## src/rtl/fetch.sv

```systemverilog
// Instruction fetch stage.
// Owns the program counter and keeps at most one request outstanding to a
// variable-latency instruction memory. The fetched pc/instr pair is held in
// registers for decode, which can stall it or redirect fetch to a new target.
module fetch #(
  parameter logic [31:0] RESET_PC  = 32'h0000_0000,
  parameter logic [31:0] NOP_INSTR = 32'h0000_0013
) (
  input  logic        clk,
  input  logic        rst,
  input  logic        enable,
  output logic        fin,
  input  logic        stall,
  input  logic        redirect,
  input  logic [31:0] redirect_pc,
  output logic        imem_req,
  output logic [31:0] imem_addr,
  input  logic        imem_valid,
  input  logic [31:0] imem_rdata,
  output logic [31:0] pc,
  output logic [31:0] instr,
  output logic        valid
);

  // IDLE: nothing outstanding, WAIT: request out, HOLD: captured word held under stall
  typedef enum logic [1:0] {
    IDLE = 2'd0,
    WAIT = 2'd1,
    HOLD = 2'd2
  } state_t;

  state_t      state;
  state_t      state_nxt;
  logic [31:0] next_pc;
  logic [31:0] req_addr;
  logic [31:0] target;
  logic        kill;
  logic        issue;
  logic        capture;

  // Redirect targets are word aligned; the low two bits are simply cleared
  assign target    = redirect_pc & 32'hFFFF_FFFC;
  assign imem_addr = req_addr;

  // State register
  always_ff @(posedge clk) begin
    if (rst) begin
      state <= IDLE;
    end else begin
      state <= state_nxt;
    end
  end

  // Next-state logic; a redirect always falls back to IDLE except while a
  // request is still in flight, which must be allowed to finish
  always_comb begin
    state_nxt = state;
    case (state)
      IDLE: begin
        if (!redirect && enable && !stall) begin
          state_nxt = WAIT;
        end
      end
      WAIT: begin
        if (imem_valid) begin
          state_nxt = (capture && stall) ? HOLD : IDLE;
        end
      end
      HOLD: begin
        if (redirect || !stall) begin
          state_nxt = IDLE;
        end
      end
      default: state_nxt = IDLE;
    endcase
  end

  // Control outputs: request strobe, issue decision and response capture
  always_comb begin
    imem_req = 1'b0;
    issue    = 1'b0;
    capture  = 1'b0;
    case (state)
      IDLE: issue = !redirect && enable && !stall;
      WAIT: begin
        imem_req = 1'b1;
        capture  = imem_valid && !kill && !redirect;
      end
      default: begin
        imem_req = 1'b0;
      end
    endcase
  end

  // Fetch address bookkeeping: latch the request address on issue, advance
  // on a captured response, jump on redirect (latest redirect wins)
  always_ff @(posedge clk) begin
    if (rst) begin
      next_pc  <= RESET_PC;
      req_addr <= RESET_PC;
    end else begin
      if (issue) begin
        req_addr <= next_pc;
      end
      if (redirect) begin
        next_pc <= target;
      end else if (capture) begin
        next_pc <= req_addr + 32'd4;
      end
    end
  end

  // Kill marks an in-flight request whose response must be thrown away
  // because a redirect arrived while it was still outstanding
  always_ff @(posedge clk) begin
    if (rst) begin
      kill <= 1'b0;
    end else if (state == WAIT) begin
      if (imem_valid) begin
        kill <= 1'b0;
      end else if (redirect) begin
        kill <= 1'b1;
      end
    end else begin
      kill <= 1'b0;
    end
  end

  // Decode-facing registers: load on capture, drop to a bubble once decode
  // consumes the word or a redirect squashes it, otherwise hold
  always_ff @(posedge clk) begin
    if (rst) begin
      pc    <= RESET_PC;
      instr <= NOP_INSTR;
      valid <= 1'b0;
      fin   <= 1'b0;
    end else begin
      fin <= capture;
      if (capture) begin
        pc    <= req_addr;
        instr <= imem_rdata;
        valid <= 1'b1;
      end else if (redirect || (valid && !stall)) begin
        instr <= NOP_INSTR;
        valid <= 1'b0;
      end
    end
  end

endmodule
```

## config.mk

```make
export PLATFORM = sky130hd
export DESIGN_NAME = fetch
export DESIGN_NICKNAME = d
export VERILOG_FILES = /design/src/rtl/fetch.sv
export SDC_FILE = /design/constraint.sdc
export NUM_CORES = 1
export LEC_CHECK = 0
export ABC_AREA = 0
export CORE_MARGIN = 8
export CORE_UTILIZATION = 35
export CTS_CLUSTER_SIZE = 40
export DETAILED_ROUTE_END_ITERATION = 10
export PLACE_DENSITY = 0.68
export SLEW_MARGIN = 20
export SYNTH_ARGS = -nofsm -noshare
export SYNTH_HDL_FRONTEND = slang
export SYNTH_SLANG_ARGS = --single-unit
```

## constraint.sdc

```tcl
create_clock -name clk -period 2.1 [get_ports clk]
set_clock_uncertainty 0.05 [all_clocks]
set_input_delay 0.525 -clock clk [delete_from_list [all_inputs] [get_ports clk]]
set_output_delay 0.525 -clock clk [all_outputs]
set_load 0.05 [all_outputs]
```

After elaboration in Yosys (flattened, before gate mapping)
Index checks and enable logic that the tools add are counted.
- flip-flop bits (word level): 133
- eq/ne operators: 5
- add/sub/neg operators: 1
- muxes and demuxes: 14
- reductions and logical operators: 17
- bitwise logic cells: 1
- operators by type and width (kind ; count):
    32-bit 2-to-1 mux ; 4
    32-bit by 3-bit adder with 32-bit output, second input constant ; 1
    2-bit 2-to-1 mux ; 4
    1-bit logical AND ; 6
    2-bit inequality test, second input constant ; 3
    2-bit one-hot mux with 3 select lines ; 1
    1-bit 2-to-1 mux ; 5
    2-bit nonzero test ; 2
    1-bit zero test ; 3
    3-bit AND reduction ; 1
    3-bit OR reduction ; 1
    2-bit by 1-bit equality test with 1-bit output, second input constant ; 1
    2-bit equality test, second input constant ; 1
    2-bit zero test ; 1
    1-bit logical OR ; 2
    2-bit OR reduction ; 1
    1-bit inverter ; 1

Depth between registers and ports, before layout
Gate-level depths: netlist of run 1.
- depth in word-level cells: 8
- mapped depth: 6
- depth with buffers taken out: 5

Worst setup path after synthesis of run 1
OpenSTA, ideal clock, no wires.
- kind: flip-flop to flip-flop
- start point: reg req_addr[4] (netlist: imem_addr[4])
- end point: reg next_pc[29]
- cell stages (with the launch flop): 7
- period minus slack after synthesis: 2.430 ns
- path buffers: 2
- library setup time: 0.120 ns
- slack: -0.330 ns
- arrival: 2.260 ns
- cells stage by stage: dfxtp_1 > buf_2 > nand3_2 > or4_4 > buf_6 > o311a_1 > a211o_1
- longest elaborated chain between the ends: 3
- RTL lines (element ; RTL line ; RTL):
    from (decl) ; 35 ; logic [31:0] req_addr;
    from (signal assigned) ; 103 ; req_addr <= next_pc;
    32-bit by 3-bit adder with 32-bit output ; 108 ; next_pc <= req_addr + 32'd4;
    32-bit 2-to-1 mux ; 107 ; end else if (capture) begin
    32-bit 2-to-1 mux ; 105 ; if (redirect) begin
    to (signal assigned) ; 106 ; next_pc <= target;
    to (signal assigned) ; 108 ;
    to (decl) ; 34 ; logic [31:0] next_pc;
Every way passes these cells. The select of a mux whose other input is x is not followed.
A chain may end at the register's enable or synchronous reset.

Worst setup path in the final report of run 1
- start point: in imem_valid
- end point: reg next_pc[28]
- longest elaborated chain between the ends: 4
- RTL lines (element ; RTL line ; RTL):
    from (decl) ; 18 ; input logic imem_valid,
    1-bit logical AND (2 in a row) ; 87 ; capture = imem_valid && !kill && !redirect;
    1-bit 2-to-1 mux ; 83 ; case (state)
    2-bit nonzero test (no source line) ; n/a ;
Every way passes these cells.

==> results.yml, run 1 <==
routing:
  ant_nets: 0
  wl_per_cell_microns: 17.3
  drc_errors: 0
  via_count: 5524
  viasPerCell: 5.12
  drt_wl_total_microns: 18600
  drt_iter0_drc: 360
  dr.pass1.iters: 5
pwr:
  peakVddDrop_mv: 0.562
  switching_share: 0.226
  pwr-share-seq: 0.418
  switching_power_mw: 1.40
  cellInternalPower_mw: 4.79
  p_comb_frac: 0.074
  p_per_area_mw_per_mm2: 743
  power.leakage_nw: 3.30
  pwr-share-clk: 0.507
floorplan:
  rows: 46
  start_util: 0.352
  dieArea_sq_mm: 0.0200
  io_pins: 169
  die_h_microns: 141
  core_sq_mm: 0.0157
  die_w_microns: 141
synthesis:
  synth_edf_count: 0
  syn-cell-area_sq_mm: 0.00551
  ys.flop_type: "dfxtp_1"
  synth_top_family_by_area: "simple AND/OR/NAND/NOR gates"
  synthArstFlopShare: 0
  yosys_warnings: 0
  synthesis.instances: 655
  synth_xor_xnor_area_share: 0.0159
  ys_seq_elements: 133
  yosysSeqAreaShare: 0.484
  synth_fa_ha_area_frac: 0.00227
  avgSynthCellArea_sq_um: 8.41
  synth.distinct_cells: 56
  synth_compound_area_frac: 0.224
  synthMuxAreaShare: 0
  synthSimpleGateAreaFrac: 0.225
  synth_fp_nets: 726
cells_and_area:
  areaGrowthSynthToFinish_pct: 51.3
  stdcell_area_sq_mm: 0.00833
  antennaDiodeCount: 0
  multi_input_area_sq_mm: 0.00262
  fillCellCount: 1460
  seqCellArea_sq_mm: 0.00271
  drive_gt1_frac: 0.210
  final_nets: 920
  utilization: 0.532
timing:
  rsz0062_at_grt: "no"
  setup_violations: 0
  period_share: 0.953
  period_needed_ps: 2000
  hold_violations: 0
  layout_setup_ws_ps: 99.2
  relSlewSlack: 0.648
  slew_violations: 0
  hold_ws_ps: 386
  tightest_slew_ps: 531
  fmax_mhz: 500
setup_path:
  arrival_ps: 2240
  cp-start-kind: "primary input"
  critPathMaxFanout: 6
  end_kind: "register"
  cpPeakStageDelay_ps: 470
  path_cells: "clkdlybuf4s50_1 -> nor3b_2 -> nand2_1 -> buf_4 -> clkinv_1 -> nand4b_1 -> or3b_1"
  critPathKind: "in -> reg"
  cp.required_ps: 2340
  slowest_stage: "clkdlybuf4s50_1"
global_route:
  grt_pass1_vias: 5493
  grt_use_total: 0.187
  antenna_found_initial: 0
  grt_start_max_net_pins: 102
  grt_first_pass_wirelength_microns: 29500
  gr-total-overflow: 0
clocking:
  path_clk_slew_ps: 60
  cts_setup_buffers: 0
  cts_hold_buf: 0
  cts_tree: "done"
  htree_levels: 4
  clock_sinks: 133
  clockRootBuffer: "clkbuf_16"
  insertion_delay_ps: 420
  cts_buffers: 17
  clockBufferDepth: 2
place:
  io_buffers: 166
  dpl_cell_area_sq_mm: 0.00775
  place.gp.congestion: 0.856
  dpl_worst_slack_ps: -376
  dp_hpwl_microns: 12900
flow_run:
  maxCapViolCount: 0
status:
  outcome: "complete, no violations"
worst_hold_path:
  hp-class: "reg -> reg"
-- metrics by stage --
stage	setup TNS, ps	total power, mW	cells
after floorplan	-6.03	2.85	655
after global placement	-29030	3.10	1046
after detailed placement	-30140	3.10	1046
after CTS	0	6.26	1078
after global routing	0	6.42	1078
final	0	6.19	1078
-- cell families after synthesis --
group                    Yosys count
buffers and inverters             67
AO/OA/AOI/OAI                    187
flip-flops                       133
AND/OR/NAND/NOR                  257
adder cells (fa/ha/maj)            1
XOR/XNOR                          10
-- Yosys cell counts, drive strengths merged, types with 2 or more instances --
cell type,number,share of area
o21ai,11,0.010
a22oi,23,0.031
or2,2,0.0023
nor2b,16,0.018
a211oi,5,0.0068
a2111oi,2,0.0066
nand4,9,0.014
or4,8,0.012
nor3b,2,0.0027
nand2b,5,0.0057
nor3,14,0.013
or3,5,0.0057
clkbuf,44,0.030
dfxtp,133,0.48
o22ai,7,0.0080
buf,10,0.0098
inv,12,0.0082
xnor2,9,0.014
nand2,154,0.10
nand4b,3,0.0048
a22o,29,0.046
o211ai,11,0.015
nand3,10,0.010
or3b,3,0.0048
o311ai,3,0.0048
o21a,4,0.0055
nor2,11,0.0080
and2,3,0.0034
nor4,9,0.011
a21oi,83,0.075
or4b,2,0.0036
-- repair_timing --
item,4_1_cts,5_1_grt
pin swaps,0,1
endpoints found under the setup margin,54,35
resized for setup,55,4
-- path summary, 6_finish.rpt --
check / startpoint / slack [ps] / endpoint / cells after the start
worst max register to register: imem_addr[2] / 140 / next_pc[30] / 5
worst max-delay path: imem_valid / 100 / next_pc[28] / 7
worst min-delay path: next_pc[19] / 390 / imem_addr[19] / 2
worst min register to register: next_pc[19] / 390 / imem_addr[19] / 2
-- critical path: cells and delay by family --
kind / cells / cell delay (ps)
buffers and inverters: 3 / 910
AND/OR/NAND/NOR: 4 / 810
-- layout make-up --
cell class	count	area share
multi-input combinational	455	0.314
sequential	133	0.325
clock buffer	21	0.0578
inverter	13	0.00586
clock inverter	11	0.0179
tap	216	0.0324
timing repair buffer	229	0.247
-- power groups by stage --
stage	logic [mW]	clock network [mW]	registers, mW
CTS	0.459	3.21	2.59
global placement	0.453	0	2.64
finish	0.458	3.14	2.59
detailed placement	0.457	0	2.64
global route	0.493	3.33	2.59
floorplan	0.170	0	2.68
-- per-layer routing --
layer / part of all wire / up-vias / global-route usage
met5: 0 / - / 0
met4: 0.0057 / 0 / 0.0503
met3: 0.082 / 11 / 0.0642
met2: 0.47 / 190 / 0.306
met1: 0.44 / 2614 / 0.230
li1: - / 2709 / -
-- registers in the layout, indices dropped and copies added, names as in the netlist --
register   flops
state          2
valid          1
next_pc       32
pc            32
fin            1
kill           1
instr         32
imem_addr     32
-- cell usage in the layout (no fill, tap or decap), types with 9 or more instances in the layout --
cell type and count:
dfxtp_2 16, buf_12 9, nand3_1 9, nand2_1 153, clkbuf_16 18, a22oi_1 23
a21oi_1 83, o211ai_1 11, nor2b_1 16, buf_4 101, a22o_1 29, xnor2_1 9
dfxtp_1 110, inv_1 12, nor3_1 14, clkdlybuf4s50_1 65, nor2_1 10, dlygate4sd2_1 53
No activity file was read; power rests on OpenSTA's default activity.
==> inputs of run 2 (changes only) <==
- ABC_AREA: 0 -> 1
==> results.yml, run 2 <==
synthesis:
  synth_top_area_share: 0.469
  avgSynthCellArea_sq_um: 7.14
  ys.flop_type: "dfxtp_1"
  synthesis.instances: 796
  yosysSeqAreaShare: 0.469
  netlist_top_cells_area: "dfxtp_1, nand2_1, o21ai_0, inv_1, a21oi_1"
  ys_seq_elements: 133
  yosysMostFrequentCell: "nand2_1"
  synth_edf_count: 0
  yosys_warnings: 0
  netlist_top_cells_count: "nand2_1, dfxtp_1, o21ai_0"
  syn-cell-area_sq_mm: 0.00568
  synth_fp_nets: 867
  synthArstFlopShare: 0
  yosysTopAreaCell: "dfxtp_1"
  synth.distinct_cells: 28
cells_and_area:
  seqCellArea_sq_mm: 0.00266
  final_nets: 1048
  fillCellCount: 1587
  drive_gt1_frac: 0.169
  antennaDiodeCount: 0
  final_cell_mix: "nand2_1, dfxtp_1, buf_4"
  areaGrowthSynthToFinish_pct: 44.3
  fin_cells: 1206
  final_common_cell: "nand2_1"
  multi_input_area_sq_mm: 0.00246
routing:
  wl_per_cell_microns: 14.9
  drt_wl_total_microns: 17900
  ant_nets: 0
  drt_iter0_drc: 375
  drc_errors: 0
  viasPerCell: 4.71
  via_count: 5682
  dr.pass1.iters: 5
floorplan:
  io_pins: 169
  die_h_microns: 143
  core_sq_mm: 0.0159
  dieArea_sq_mm: 0.0206
  start_util: 0.358
  rows: 46
  die_w_microns: 143
pwr:
  power.leakage_nw: 3.53
  p_total_mw: 6.41
  peakVddDrop_mv: 0.616
  p_per_area_mw_per_mm2: 782
global_route:
  grt_first_pass_wirelength_microns: 28200
  grt_use_total: 0.175
  antenna_found_initial: 0
  gr-total-overflow: 0
  grt_pass1_vias: 5494
  grt_start_max_net_pins: 43
place:
  dp_hpwl_microns: 13300
  place_inst: 1174
  io_buffers: 166
  place.gp.congestion: 0.834
clocking:
  cts_buffers: 17
  clockRootBuffer: "clkbuf_16"
  insertion_delay_ps: 420
  cts_setup_buffers: 0
  clock_sinks: 133
  cts_tree: "done"
  cts_resized: 20
  htree_levels: 4
  clockBufferDepth: 2
  path_clk_slew_ps: 60
  cts_hold_buf: 0
setup_path:
  cp.required_ps: 1520
  reg2reg_depth: 10
  cp-start-kind: "register"
  cp.depth: 1
  arrival_ps: 1300
  critPathMaxFanout: 2
  critPathKind: "reg -> out"
  slowest_stage: "dlygate4sd2_1"
  timing.critical_path.buf_inv: 1
  cpPeakStageDelay_ps: 550
  path_cells: "dlygate4sd2_1"
  path_delay_family: "buffers and inverters"
  end_kind: "output pin"
flow_run:
  maxCapViolCount: 0
timing:
  tightest_slew_ps: 525
  slew_violations: 0
  period_share: 0.895
  setup_violations: 0
  fmax_mhz: 532
  tns_ps: 0
  hold_violations: 0
  rsz0062_at_grt: "no"
  period_needed_ps: 1880
  relSlewSlack: 0.652
worst_hold_path:
  hp-class: "reg -> reg"
  whs_path_depth: 2
status:
  outcome: "complete, no violations"
run 2: final cells by class:
type / instances / area share
clock buffer: 20 / 0.0557
clock inverter: 12 / 0.0188
inverter: 90 / 0.0412
multi-input combinational: 530 / 0.300
sequential: 133 / 0.325
tap: 216 / 0.0330
timing repair buffer: 205 / 0.226
run 2: layer usage:
metal	vias up	GRT usage	share of wire
met4	0	0.0526	0.013
met1	2568	0.209	0.42
met5	-	0	0
met2	157	0.296	0.50
li1	2938	-	-
met3	19	0.0508	0.065
run 2: cell families after synthesis:
| family | Yosys count | synth area share |
|---|---|---|
| DFF | 133 | 0.469 |
| and+or+nand+nor | 354 | 0.268 |
| AOI/OAI and AO/OA | 171 | 0.157 |
| xor gates and xnor gates | 4 | 0.00616 |
| adders and majority gates | 1 | 0.00220 |
| buffers and inverters | 133 | 0.0980 |
run 2: where the power goes:
group	switching, mW	internal (mW)
Sequential	0.0652	2.60
Clock	1.12	1.93
Combinational	0.413	0.291
Total	1.59	4.82
run 2: final timing paths:
check | startpoint | end | slack [ps]
min | next_pc[1] | next_pc[1] | 410
min reg2reg | next_pc[1] | next_pc[1] | 410
max reg2reg | imem_addr[3] | next_pc[30] | 290
max | instr[26] | instr[26] | 220
run 2: tightest hold or removal path, cell delays in order, from the launching register on:
cell and delay (ps):
dfxtp_1 310, nand2_1 60, a21oi_1 50
run 2: metrics by stage:
step,cell area [sq um],util,worst slack (ps),hold slack (ps)
global route,8200,0.516,36.8,427
CTS,8200,0.516,207,414
global placement,7620,0.479,-13.7,398
floorplan,5680,-,189,387
finish,8200,0.516,221,411
detailed placement,7620,0.479,-36.3,404
